$ cat src/rtl/pipeline_hazard_ctrl_if.sv
// Hazard-controller bundle: pipeline status in, stage enables / flushes / perf counters out.
// Latency: none, wires only. Backpressure: carries the cache handshake completions the controller freezes on.
// master = pipeline datapath side, slave = hazard controller.
interface pipeline_hazard_ctrl_if #(
    parameter int REG_AW    = 5,
    parameter int CNT_WIDTH = 32
);
    logic              icache_resp;
    logic              dcache_req;
    logic              dcache_resp;
    logic              ex_is_load;
    logic [REG_AW-1:0] ex_rd;
    logic [REG_AW-1:0] id_rs1;
    logic [REG_AW-1:0] id_rs2;
    logic              id_use_rs1;
    logic              id_use_rs2;
    logic              ex_is_branch;
    logic              ex_mispredict;

    logic              load_pc;
    logic              pc_redirect;
    logic              load_if_id;
    logic              load_id_ex;
    logic              load_ex_mem;
    logic              load_mem_wb;
    logic              flush_if_id;
    logic              flush_id_ex;
    logic              pht_update_en;
    logic [CNT_WIDTH-1:0] stall_cycles;
    logic [CNT_WIDTH-1:0] mispredicts;
    logic [CNT_WIDTH-1:0] bubbles;

    modport master (
        output icache_resp, dcache_req, dcache_resp, ex_is_load, ex_rd,
               id_rs1, id_rs2, id_use_rs1, id_use_rs2, ex_is_branch, ex_mispredict,
        input  load_pc, pc_redirect, load_if_id, load_id_ex, load_ex_mem, load_mem_wb,
               flush_if_id, flush_id_ex, pht_update_en, stall_cycles, mispredicts, bubbles
    );

    modport slave (
        input  icache_resp, dcache_req, dcache_resp, ex_is_load, ex_rd,
               id_rs1, id_rs2, id_use_rs1, id_use_rs2, ex_is_branch, ex_mispredict,
        output load_pc, pc_redirect, load_if_id, load_id_ex, load_ex_mem, load_mem_wb,
               flush_if_id, flush_id_ex, pht_update_en, stall_cycles, mispredicts, bubbles
    );
endinterface

$ cat src/rtl/pipeline_hazard_ctrl.sv
// 5-stage pipeline sequencer: stage load enables, bubble insertion, PC redirect, PHT training gate.
// Latency: combinational enables from current state/inputs. Backpressure: cache misses freeze stages.
// Optional perf counters under PIPE_PERF_CNT_EN (otherwise counter outputs tied to 0).
module pipeline_hazard_ctrl #(
    parameter int REG_AW    = 5,
    parameter int CNT_WIDTH = 32
) (
    input  logic                   clk,
    input  logic                   rst,
    pipeline_hazard_ctrl_if.slave  hz
);
    typedef enum logic [1:0] {
        ST_INIT  = 2'd0,
        ST_RUN   = 2'd1,
        ST_DRAIN = 2'd2
    } state_t;

    state_t state, state_nxt;

    logic mem_stall;
    logic load_use;
    logic rs1_hit;
    logic rs2_hit;

    logic load_pc;
    logic pc_redirect;
    logic load_if_id;
    logic load_id_ex;
    logic load_ex_mem;
    logic load_mem_wb;
    logic flush_if_id;
    logic flush_id_ex;

    assign mem_stall = hz.dcache_req & ~hz.dcache_resp;
    assign rs1_hit   = hz.id_use_rs1 & (hz.id_rs1 == hz.ex_rd);
    assign rs2_hit   = hz.id_use_rs2 & (hz.id_rs2 == hz.ex_rd);
    assign load_use  = hz.ex_is_load & (hz.ex_rd != REG_AW'(0)) & (rs1_hit | rs2_hit);

    always_ff @(posedge clk or posedge rst) begin
        if (rst) begin
            state <= ST_INIT;
        end else begin
            state <= state_nxt;
        end
    end

    always_comb begin
        state_nxt   = state;
        load_pc     = 1'b0;
        pc_redirect = 1'b0;
        load_if_id  = 1'b0;
        load_id_ex  = 1'b0;
        load_ex_mem = 1'b0;
        load_mem_wb = 1'b0;
        flush_if_id = 1'b0;
        flush_id_ex = 1'b0;

        if (rst) begin
            state_nxt   = ST_INIT;
            flush_if_id = 1'b1;
            flush_id_ex = 1'b1;
        end else begin
            unique case (state)
                ST_INIT: begin
                    load_if_id  = 1'b1;
                    load_id_ex  = 1'b1;
                    load_ex_mem = 1'b1;
                    load_mem_wb = 1'b1;
                    flush_if_id = 1'b1;
                    flush_id_ex = 1'b1;
                    state_nxt   = ST_RUN;
                end
                ST_RUN: begin
                    if (mem_stall) begin
                        state_nxt = ST_RUN;
                    end else if (hz.ex_mispredict && hz.icache_resp) begin
                        load_pc     = 1'b1;
                        pc_redirect = 1'b1;
                        load_if_id  = 1'b1;
                        load_id_ex  = 1'b1;
                        load_ex_mem = 1'b1;
                        load_mem_wb = 1'b1;
                        flush_if_id = 1'b1;
                        flush_id_ex = 1'b1;
                    end else if (hz.ex_mispredict) begin
                        // Wrong-path fetch still outstanding; wait for it before redirecting.
                        state_nxt = ST_DRAIN;
                    end else if (load_use) begin
                        load_id_ex  = 1'b1;
                        flush_id_ex = 1'b1;
                        load_ex_mem = 1'b1;
                        load_mem_wb = 1'b1;
                    end else if (!hz.icache_resp) begin
                        load_if_id  = 1'b1;
                        flush_if_id = 1'b1;
                        load_id_ex  = 1'b1;
                        load_ex_mem = 1'b1;
                        load_mem_wb = 1'b1;
                    end else begin
                        load_pc     = 1'b1;
                        load_if_id  = 1'b1;
                        load_id_ex  = 1'b1;
                        load_ex_mem = 1'b1;
                        load_mem_wb = 1'b1;
                    end
                end
                ST_DRAIN: begin
                    // EX is frozen here, so the mispredict and its target are still valid.
                    if (hz.icache_resp && !mem_stall) begin
                        load_pc     = 1'b1;
                        pc_redirect = 1'b1;
                        load_if_id  = 1'b1;
                        load_id_ex  = 1'b1;
                        load_ex_mem = 1'b1;
                        load_mem_wb = 1'b1;
                        flush_if_id = 1'b1;
                        flush_id_ex = 1'b1;
                        state_nxt   = ST_RUN;
                    end
                end
                default: state_nxt = ST_INIT;
            endcase
        end
    end

    assign hz.load_pc       = load_pc;
    assign hz.pc_redirect   = pc_redirect;
    assign hz.load_if_id    = load_if_id;
    assign hz.load_id_ex    = load_id_ex;
    assign hz.load_ex_mem   = load_ex_mem;
    assign hz.load_mem_wb   = load_mem_wb;
    assign hz.flush_if_id   = flush_if_id;
    assign hz.flush_id_ex   = flush_id_ex;
    // The branch stays in EX while frozen; gating on load_ex_mem trains it only as it leaves.
    assign hz.pht_update_en = hz.ex_is_branch & load_ex_mem & ~rst;

`ifdef PIPE_PERF_CNT_EN
    logic [CNT_WIDTH-1:0] stall_cnt;
    logic [CNT_WIDTH-1:0] mispred_cnt;
    logic [CNT_WIDTH-1:0] bubble_cnt;
    logic                 stall_hit;
    logic                 bubble_hit;

    assign stall_hit  = ~load_pc & (state != ST_INIT);
    assign bubble_hit = (flush_if_id & load_if_id) | (flush_id_ex & load_id_ex);

    always_ff @(posedge clk or posedge rst) begin
        if (rst) begin
            stall_cnt   <= '0;
            mispred_cnt <= '0;
            bubble_cnt  <= '0;
        end else begin
            if (stall_hit && (stall_cnt != '1)) begin
                stall_cnt <= stall_cnt + CNT_WIDTH'(1);
            end
            if (pc_redirect && (mispred_cnt != '1)) begin
                mispred_cnt <= mispred_cnt + CNT_WIDTH'(1);
            end
            if (bubble_hit && (bubble_cnt != '1)) begin
                bubble_cnt <= bubble_cnt + CNT_WIDTH'(1);
            end
        end
    end

    assign hz.stall_cycles = stall_cnt;
    assign hz.mispredicts  = mispred_cnt;
    assign hz.bubbles      = bubble_cnt;
`else
    assign hz.stall_cycles = CNT_WIDTH'(0);
    assign hz.mispredicts  = CNT_WIDTH'(0);
    assign hz.bubbles      = CNT_WIDTH'(0);
`endif
endmodule
$ cat src/flat_wrapper.sv
// flat-port wrapper written by rule: the top's interface ports become plain ports
module pipeline_hazard_ctrl_flat 
#(
    parameter int REG_AW    = 5,
    parameter int CNT_WIDTH = 32
)
  (clk, rst, hz_icache_resp, hz_dcache_req, hz_dcache_resp, hz_ex_is_load, hz_ex_rd, hz_id_rs1, hz_id_rs2, hz_id_use_rs1, hz_id_use_rs2, hz_ex_is_branch, hz_ex_mispredict, hz_load_pc, hz_pc_redirect, hz_load_if_id, hz_load_id_ex, hz_load_ex_mem, hz_load_mem_wb, hz_flush_if_id, hz_flush_id_ex, hz_pht_update_en, hz_stall_cycles, hz_mispredicts, hz_bubbles);
  pipeline_hazard_ctrl_if #(.REG_AW(REG_AW), .CNT_WIDTH(CNT_WIDTH)) hz_i ();
  input  logic clk;
  input  logic rst;
  input wire logic [$bits(hz_i.icache_resp)-1:0] hz_icache_resp;
  input wire logic [$bits(hz_i.dcache_req)-1:0] hz_dcache_req;
  input wire logic [$bits(hz_i.dcache_resp)-1:0] hz_dcache_resp;
  input wire logic [$bits(hz_i.ex_is_load)-1:0] hz_ex_is_load;
  input wire logic [$bits(hz_i.ex_rd)-1:0] hz_ex_rd;
  input wire logic [$bits(hz_i.id_rs1)-1:0] hz_id_rs1;
  input wire logic [$bits(hz_i.id_rs2)-1:0] hz_id_rs2;
  input wire logic [$bits(hz_i.id_use_rs1)-1:0] hz_id_use_rs1;
  input wire logic [$bits(hz_i.id_use_rs2)-1:0] hz_id_use_rs2;
  input wire logic [$bits(hz_i.ex_is_branch)-1:0] hz_ex_is_branch;
  input wire logic [$bits(hz_i.ex_mispredict)-1:0] hz_ex_mispredict;
  output wire logic [$bits(hz_i.load_pc)-1:0] hz_load_pc;
  output wire logic [$bits(hz_i.pc_redirect)-1:0] hz_pc_redirect;
  output wire logic [$bits(hz_i.load_if_id)-1:0] hz_load_if_id;
  output wire logic [$bits(hz_i.load_id_ex)-1:0] hz_load_id_ex;
  output wire logic [$bits(hz_i.load_ex_mem)-1:0] hz_load_ex_mem;
  output wire logic [$bits(hz_i.load_mem_wb)-1:0] hz_load_mem_wb;
  output wire logic [$bits(hz_i.flush_if_id)-1:0] hz_flush_if_id;
  output wire logic [$bits(hz_i.flush_id_ex)-1:0] hz_flush_id_ex;
  output wire logic [$bits(hz_i.pht_update_en)-1:0] hz_pht_update_en;
  output wire logic [$bits(hz_i.stall_cycles)-1:0] hz_stall_cycles;
  output wire logic [$bits(hz_i.mispredicts)-1:0] hz_mispredicts;
  output wire logic [$bits(hz_i.bubbles)-1:0] hz_bubbles;
  assign hz_i.icache_resp = hz_icache_resp;
  assign hz_i.dcache_req = hz_dcache_req;
  assign hz_i.dcache_resp = hz_dcache_resp;
  assign hz_i.ex_is_load = hz_ex_is_load;
  assign hz_i.ex_rd = hz_ex_rd;
  assign hz_i.id_rs1 = hz_id_rs1;
  assign hz_i.id_rs2 = hz_id_rs2;
  assign hz_i.id_use_rs1 = hz_id_use_rs1;
  assign hz_i.id_use_rs2 = hz_id_use_rs2;
  assign hz_i.ex_is_branch = hz_ex_is_branch;
  assign hz_i.ex_mispredict = hz_ex_mispredict;
  assign hz_load_pc = hz_i.load_pc;
  assign hz_pc_redirect = hz_i.pc_redirect;
  assign hz_load_if_id = hz_i.load_if_id;
  assign hz_load_id_ex = hz_i.load_id_ex;
  assign hz_load_ex_mem = hz_i.load_ex_mem;
  assign hz_load_mem_wb = hz_i.load_mem_wb;
  assign hz_flush_if_id = hz_i.flush_if_id;
  assign hz_flush_id_ex = hz_i.flush_id_ex;
  assign hz_pht_update_en = hz_i.pht_update_en;
  assign hz_stall_cycles = hz_i.stall_cycles;
  assign hz_mispredicts = hz_i.mispredicts;
  assign hz_bubbles = hz_i.bubbles;
  pipeline_hazard_ctrl #(.REG_AW(REG_AW), .CNT_WIDTH(CNT_WIDTH)) u_core (.clk(clk), .rst(rst), .hz(hz_i));
endmodule
$ cat config.mk
export PLATFORM = sky130hd
export DESIGN_NAME = pipeline_hazard_ctrl_flat
export DESIGN_NICKNAME = d
export VERILOG_FILES = /design/src/rtl/pipeline_hazard_ctrl_if.sv /design/src/rtl/pipeline_hazard_ctrl.sv /design/src/flat_wrapper.sv
export SDC_FILE = /design/constraint.sdc
export NUM_CORES = 1
export LEC_CHECK = 0
export ABC_AREA = 1
export CORE_MARGIN = 10
export CORE_UTILIZATION = 33
export DETAILED_ROUTE_END_ITERATION = 6
export PLACE_DENSITY = 0.95
export SYNTH_ARGS = -nofsm -noshare
export SYNTH_HDL_FRONTEND = slang
export SYNTH_SLANG_ARGS = --single-unit
export TNS_END_PERCENT = 50
$ cat constraint.sdc
create_clock -name clk -period 2.5 [get_ports clk]
set_input_delay 0.5 -clock clk [delete_from_list [all_inputs] [get_ports clk]]
set_output_delay 0.5 -clock clk [all_outputs]
set_load 0.02 [all_outputs]
==> results.md <==
* Status: completed
* Multi-input gate area at 769 um^2
* Fill cells at 422
* Layout Skew at 0.553 ps
* GRT Overall Usage at 0.0865
* Antenna Diode Count at 0
* Number of flip-flops in the largest register at 2
* Cell area after synthesis at 1320 um^2
* DR pass1 iterations at 4
* Postcts setup bufs at 0
* Crit Path Max Fanout at 4
* Vias in the first global route at 1165
* Hold Vio Cnt, Final at 0
* HPWL Detailed at 3080 um
* Req. time, crit path at 2000 ps
* Syn-to-layout area delta at 9.02%
* Worst-path clk slew at 30 ps
* Setup TNS at 0 ps
* Die width at 83.2 um
* Buffers on Ports at 33
* WL per Instance at 10.6 um
* Commonest cells after routing, fill and taps aside: conb_1 (96), nand2_1 (38), inv_1 (26)
* Routability cong. at 0.778
* CP Cell Sequence: clkdlybuf4s50_1 > inv_1 > nand2_2 > inv_2 > nor2_4 > o21ai_2 > nand2_2 > nand2_2 > inv_2 > nand2_2 > clkinv_2 > dlygate4sd2_1
* First-pass GRT wire length at 5180 um
* Initial DRC Count at 21
* Routed vias/inst at 3.34
* Hold WC Path Type: primary input to asynchronous set/reset pin
* Final setup vio count at 0
* Yosys reg bits at 2
* Maximum VDD drop at 0.287 mV
* Max Cap Viol at 0
* Hold Buf Count CTS at 0
* CTS Buf Count at 3
* WP data arrival at 1950 ps
* Post-route clock period utilization at 0.979
* Maximum clock insertion buffer count at 2
* CTS sink count at 2
* Die ar. at 6920 um^2
* Core Util, Final at 0.381
* Crit path largest cell delay at 450 ps
* RSZ-0062 raised after global routing: yes
* Most flops, register: u_core.state
* Crit start category: primary input
* Biggest regs: u_core.state x2
* Final nets at 289
* Cell mode on critical path: nand2_2
* Vias at 1023
* Ys Warns at 0
* Largest net degree at the start of global routing at 6
* Slew Limit Fails at 0
* DRC at 0
* P per Cell Area at 558 nW/um^2
* Placeable Area at 3770 um^2
* Crit path kind: primary input to primary output
* Clock Power Share at 0.155
* Count of cell types in the netlist at 21
* ANT nets after route at 0
* Post-Synthesis Cells at 214
* Std-Cell Rows at 22
* WL final at 3260 um
* Share of cells above drive strength 1 at 0.151
* Logic gate share of total power at 0.777
* Most common cell after layout, fill and taps aside: conb_1
* CTS tree: built
* Die height at 83.2 um
* Sw Pwr at 446 uW
* Skew-Pair Late Insertion Delay at 210 ps
* Sw frac at 0.557
* Starting Density at 0.349
* Internal cell power at 356 uW
* CP max-delay cell: clkdlybuf4s50_1
* Register area at 50.0 um^2
* Seq pwr share at 0.068
* CP Capture Type: primary output
* Antenna violations before repair at 0
* GR Overflow Total at 0
* Leakage at 0.956 nW
* Min cycle time layout at 2450 ps
* I/O pin count at 130
* Achievable Freq at 0.409 GHz
* Clock Root Buffer: clkbuf_8
* H-tree Lvls at 1
* R2R setup slack at 1060 ps
* Avg Cell Area, Syn at 6.16 um^2
* Post-synthesis sequential area ratio at 0.0380
==> synth_stat cells (all sizes together) <==
master | n | area [um^2]
buf | 98 | 736
nand2 | 45 | 189
inv | 32 | 120
nor2 | 13 | 56.3
nand3 | 5 | 30.0
o21ai | 5 | 32.5
ha | 4 | 50.1
a21oi | 3 | 15.0
dfrtp | 2 | 50.1
nand4 | 2 | 12.5
o22ai | 2 | 12.5
clkinv | 1 | 5.00
conb | 1 | 3.75
nor3 | 1 | 5.00
==> cell families after synthesis <==
kind of cell,synth area share
other cells,0.00285
simple gates,0.222
compound gates,0.0456
fa+ha+maj,0.0380
flops,0.0380
buf+inv,0.653
==> cell type report <==
cell class,count,share of cell area
multi-input combinational,176,0.536
timing repair buffer,44,0.272
inverter,33,0.0871
tap,48,0.0418
sequential,2,0.0348
clock buffer,3,0.0287
==> worst max-delay path: cells and delay by family <==
| kind | cells | cell delay [ps] |
|---|---|---|
| buf+inv | 6 | 1000 |
| simple gates | 5 | 350 |
| compound gates | 1 | 80 |
==> per-stage QoR <==
| stage | hold slack (ps) | power (mW) | setup slack, ps | instance area, um^2 | instances |
|---|---|---|---|---|---|
| 2_1_floorplan | 298 | 0.611 | 618 | 1670 | 309 |
| 3_3_place_gp | 625 | 0.689 | -353 | 1410 | 303 |
| 3_5_place_dp | 650 | 0.707 | -386 | 1410 | 303 |
| 4_1_cts | 648 | 0.800 | 9.05 | 1430 | 306 |
| 5_1_grt | 691 | 0.881 | -67.1 | 1440 | 306 |
| 6_report | 650 | 0.802 | 53.1 | 1440 | 306 |
==> path summary, 6_finish.rpt <==
kind                                       from  cells after the start               to
worst max register to register  u_core.state[1]                      9  u_core.state[1]
min in group clk                u_core.state[0]                      2  u_core.state[0]
worst max-delay path             hz_dcache_resp                     12   hz_load_mem_wb
max in group asynchronous                   rst                      3  u_core.state[1]
worst min-delay path                        rst                      3  u_core.state[0]
worst min register to register  u_core.state[0]                      2  u_core.state[0]
==> power by group through the flow <==
stage / clock network (mW) / logic, mW / registers (mW)
floorplan: 0 / 0.559 / 0.0527
global route: 0.136 / 0.687 / 0.0582
CTS: 0.129 / 0.617 / 0.0549
finish: 0.124 / 0.623 / 0.0546
global placement: 0 / 0.635 / 0.0534
detailed placement: 0 / 0.652 / 0.0552
==> what timing repair did <==
action | in CTS | in global routing
setup endpoints to repair | 9 | 9
gates cloned | 0 | 0
resized for setup | 23 | 10
==> layer usage <==
layer	wire length, um	GRT usage	share of wire	up-vias
met2	1820	0.180	0.56	61
met4	0	0.0185	0	0
met5	0	0	0	-
met3	347	0.0361	0.11	0
met1	1090	0.0717	0.33	434
li1	-	-	-	528
Note: power is estimated with default switching activity, not from simulation.
